File: src/rtl/reg_file.sv
// Write-back register file: one-cycle staging register in front of the array,
// two general read ports and a dedicated R0 port, all forwarded from staging.

module reg_file_rport #(
    parameter int NUM_REGS = 16,
    parameter int WIDTH    = 8,
    parameter int ADDR_W   = $clog2(NUM_REGS)
) (
    input  logic [NUM_REGS-1:0][WIDTH-1:0] regs,
    input  logic                           wb_valid,
    input  logic [ADDR_W-1:0]              wb_reg,
    input  logic [WIDTH-1:0]               wb_data,
    input  logic [ADDR_W-1:0]              idx,
    output logic [WIDTH-1:0]               data
);
    // Staged value is newer than anything in the array, so it wins on a hit.
    assign data = (wb_valid && (wb_reg == idx)) ? wb_data : regs[idx];
endmodule

module reg_file #(
    parameter int NUM_REGS = 16,
    parameter int WIDTH    = 8,
    parameter int ADDR_W   = $clog2(NUM_REGS)
) (
    input  logic              CLK,
    input  logic              Reset,
    input  logic              RegWrite,
    input  logic [ADDR_W-1:0] WriteReg,
    input  logic [WIDTH-1:0]  WriteValue,
    input  logic [ADDR_W-1:0] ReadReg1,
    input  logic [ADDR_W-1:0] ReadReg2,
    output logic [WIDTH-1:0]  ReadData1,
    output logic [WIDTH-1:0]  ReadData2,
    output logic [WIDTH-1:0]  ReadR0,
    output logic              WbPending
);
    localparam int NUM_RPORTS = 3;

    logic [NUM_REGS-1:0][WIDTH-1:0]   regs;
    logic                             wb_valid;
    logic [ADDR_W-1:0]                wb_reg;
    logic [WIDTH-1:0]                 wb_data;
    logic [NUM_RPORTS-1:0][ADDR_W-1:0] rd_idx;
    logic [NUM_RPORTS-1:0][WIDTH-1:0]  rd_data;

    // Commit uses the staging contents from before this edge's capture.
    always_ff @(posedge CLK or posedge Reset) begin
        if (Reset) begin
            regs <= '0;
        end else if (wb_valid) begin
            regs[wb_reg] <= wb_data;
        end
    end

    always_ff @(posedge CLK or posedge Reset) begin
        if (Reset) begin
            wb_valid <= 1'b0;
            wb_reg   <= '0;
            wb_data  <= '0;
        end else begin
            wb_valid <= RegWrite;
            if (RegWrite) begin
                wb_reg  <= WriteReg;
                wb_data <= WriteValue;
            end
        end
    end

    assign rd_idx[0] = ReadReg1;
    assign rd_idx[1] = ReadReg2;
    assign rd_idx[2] = '0;

    for (genvar p = 0; p < NUM_RPORTS; p++) begin : g_rport
        reg_file_rport #(
            .NUM_REGS (NUM_REGS),
            .WIDTH    (WIDTH),
            .ADDR_W   (ADDR_W)
        ) u_rport (
            .regs     (regs),
            .wb_valid (wb_valid),
            .wb_reg   (wb_reg),
            .wb_data  (wb_data),
            .idx      (rd_idx[p]),
            .data     (rd_data[p])
        );
    end

    assign ReadData1 = rd_data[0];
    assign ReadData2 = rd_data[1];
    assign ReadR0    = rd_data[2];
    assign WbPending = wb_valid;
endmodule

File: config.mk
export PLATFORM = sky130hd
export DESIGN_NAME = reg_file
export DESIGN_NICKNAME = d
export VERILOG_FILES = /design/src/rtl/reg_file.sv
export SDC_FILE = /design/constraint.sdc
export NUM_CORES = 1
export LEC_CHECK = 0
export BUFFER_PORTS_ARGS = -buffer_cell sky130_fd_sc_hd__buf_2
export CAP_MARGIN = 20
export CORE_MARGIN = 3
export CORE_UTILIZATION = 40
export CTS_CLUSTER_DIAMETER = 50
export DETAILED_ROUTE_END_ITERATION = 7
export GPL_TIMING_DRIVEN = 0
export HOLD_SLACK_MARGIN = 0.06
export SYNTH_ARGS = -nofsm -noshare
export SYNTH_HDL_FRONTEND = slang
export SYNTH_SLANG_ARGS = --single-unit
File: constraint.sdc
create_clock -name CLK -period 8.65 [get_ports CLK]
set_clock_uncertainty 0.15 [all_clocks]
set_input_delay 0 -clock CLK [delete_from_list [all_inputs] [get_ports CLK]]
set_output_delay 0 -clock CLK [all_outputs]
set_load 0.1 [all_outputs]
==> results.yml <==
cells_and_area:
  num-nets-final: 600
  area_delta_synth_final_pct: 15.8
  drive_gt1_share_pct: 47.4
  fill_cells: 1776
  largest_register_ffs: 128
  n_antenna_cell: 0
worst_setup_path:
  worstPathMaxFanout: 10
  crit_type: "reg2out"
  crit_top_cell: "buf_2"
  crit_required_ps: 8500
  critPathCaptureType: "output port"
  crit_chain: "buf_2 -> nor3b_2 -> nand2_1 -> buf_2 -> mux2_2 -> buf_2"
  r2r_cells: 4
  cp.arrival_ps: 2610
  start_kind: "register"
  worstSetupStartpoint: "wb_reg[2]$_DFFE_PP0P_"
  rrSetupSlack_ps: 6380
  max_stage_delay_ps: 420
  critPathCapture: "ReadR0[0]"
  r2r_start: "wb_reg[2]$_DFFE_PP0P_"
  r2r-end: "regs[121]$_DFFE_PP0P_"
  cpMaxStageDelayCell: "buf_2"
sta:
  finalSetupViolations: 0
  period_share_pct: 31.9
  tightestPinTransition_ps: 986
  relSlewSlack_pct: 34.0
  rsz0062_at_grt: "no"
  period_minus_slack_ps: 2760
  final_max_slew_viol_count: 0
  setup_tns_ps: 0
  setup_ws_ps: 5890
  hold_viol_final: 0
  fmax_ghz: 0.363
clock_network:
  cts_buffer_depth: 2
  cts_tree: "done"
  clk_latency_ps: 420
  ctsHtreeMaxLevel: 4
  cts_buffers: 17
  cts_root_buffer: "clkbuf_16"
  ctsResizeCount: 0
  clk_pin_slew_ps: 60
  clock-sinks: 141
  postCtsHoldBufs: 15
  post_cts_buffers: 0
floorplan:
  die_x_um: 148
  die_area_um2: 21900
  pin_count: 48
  core_area_um2: 19700
  placementRows: 51
  start_util_pct: 41.1
  die_h_um: 148
routing:
  avgViaCountPerCell: 5.55
  ant_nets: 0
  drtIter0Drc: 173
  via_count: 4741
  dr.pass1.iters: 4
  drc: 0
  post_drt_wl_per_cell_um: 23.3
  wl_um: 19900
global_routing:
  globalRoute.totalOverflow: 0
  grtUsageMet2_pct: 32.4
  grt_max_degree: 88
  busiest_layer: "met2"
  grt.met3_usage_pct: 3.17
  grt_pass1_vias: 5179
  grt_pass1_wl_um: 31100
  grt_use_total_pct: 18.9
  grt_use_met1_pct: 25.1
  antenna_found_initial: 0
pwr:
  p_leak_nw: 4.12
  comb_power_share_pct: 40.4
  power.share.clock_pct: 23.5
  p_int_mw: 1.89
  switching_share_pct: 37.6
  p_sw_mw: 1.14
  p_per_area_nw_per_um2: 324
  ir_drop_uv: 147
  seqPwrFrac_pct: 36.2
synth:
  yosysSeqAreaShare_pct: 43.7
  synth_area_per_cell_um2: 16.1
  synthCells: 503
  synth_cell_types: 26
  ys_ff_latch: 141
  syn_area_um2: 8070
  syn_nets: 526
  ys_warn_count: 0
min_path:
  hold_class: "in2reg"
placed_design:
  place_hpwl_um: 14300
  pre_cts_ws_ps: 6310
  place_congestion: 0.771
  io_buffers: 39
flow_run:
  maxCapViolCount: 0
outcome:
  outcome: "finished clean"
-- power groups by stage --
stage	clock, mW	combinational [mW]	sequential, mW
detailed placement	0	1.22	1.10
global placement	0	1.19	1.07
finish	0.711	1.22	1.10
global route	0.758	1.29	1.13
floorplan	0	1.04	1.04
CTS	0.727	1.23	1.09
-- per-layer routing --
layer / wire length (um) / share of wire, %
met1: 9000 / 45
met2: 10100 / 51
met3: 615 / 3.1
met4: 190 / 0.96
met5: 0 / 0
-- cell usage in the layout, fill, tap and decap left out, types with 8 or more instances in the layout --
master / count
mux2_1: 8
clkbuf_1: 23
mux2_2: 155
nor2_2: 8
clkbuf_16: 17
dfrtp_1: 141
buf_2: 57
mux4_2: 15
dlygate4sd3_1: 15
mux4_1: 49
mux2i_1: 48
-- worst min-delay path by stage --
stage | startpoint | to | slack [ps] | cells past startpoint
finish | RegWrite | WbPending$_DFF_PP0_ | 130 | 2
global route | RegWrite | WbPending$_DFF_PP0_ | 150 | 2
CTS | RegWrite | WbPending$_DFF_PP0_ | 120 | 2
detailed placement | Reset | regs[14]$_DFFE_PP0P_ | -60 | 2
global placement | RegWrite | WbPending$_DFF_PP0_ | 10 | 1
floorplan | RegWrite | WbPending$_DFF_PP0_ | -120 | 0
-- critical path, delay by kind of cell (launching register included) --
family,cells,cell delay (ps)
flops,1,360
mux,1,260
simple gates,2,680
buf+inv,3,880
-- cell usage after synthesis (all sizes together) --
library cell | n | area [um2]
buf | 33 | 269
clkbuf | 17 | 63.8
dfrtp | 141 | 3530
inv | 1 | 3.75
mux2 | 163 | 1840
mux2i | 48 | 480
mux4 | 64 | 1630
nand2 | 4 | 15.0
nand2b | 4 | 25.0
nand3 | 1 | 5.00
nand3b | 2 | 15.0
nor2 | 10 | 57.6
nor2b | 1 | 6.26
nor3b | 1 | 12.5
nor4 | 2 | 42.5
or3 | 3 | 18.8
xnor2 | 2 | 17.5
xor2 | 6 | 52.6
-- final cells by class --
cell class	instances	area (um2)	share of cell area, %
multi-input combinational	311	4210	45.0
sequential	141	3530	37.7
tap	265	332	3.55
clock inverter	8	118	1.26
clock buffer	23	448	4.79
inverter	1	8.76	0.0937
timing repair buffer	55	373	3.99
buffer	50	333	3.56
-- per-stage QoR --
step / utilization (%) / cell area [um2] / total power, mW / std cells / hold slack (ps)
after global placement: 43.8 / 8600 / 2.26 / 807 / 11.4
after detailed placement: 43.9 / 8630 / 2.32 / 808 / -55.8
after floorplan: - / 8070 / 2.07 / 503 / -119
final: 47.6 / 9350 / 3.03 / 854 / 131
after CTS: 47.6 / 9350 / 3.05 / 854 / 119
after global routing: 47.6 / 9350 / 3.18 / 854 / 152
-- logic make-up (layout without fill, tap and decap cells) --
kind of cell | after synthesis | count (layout) | synth area share [%]
buffers and inverters | 51 | 137 | 4.17
and+or+nand+nor | 28 | 28 | 2.45
xor gates and xnor gates | 8 | 8 | 0.868
muxes | 275 | 275 | 48.8
DFF | 141 | 141 | 43.7
Power figures use the tool's default switching activity.
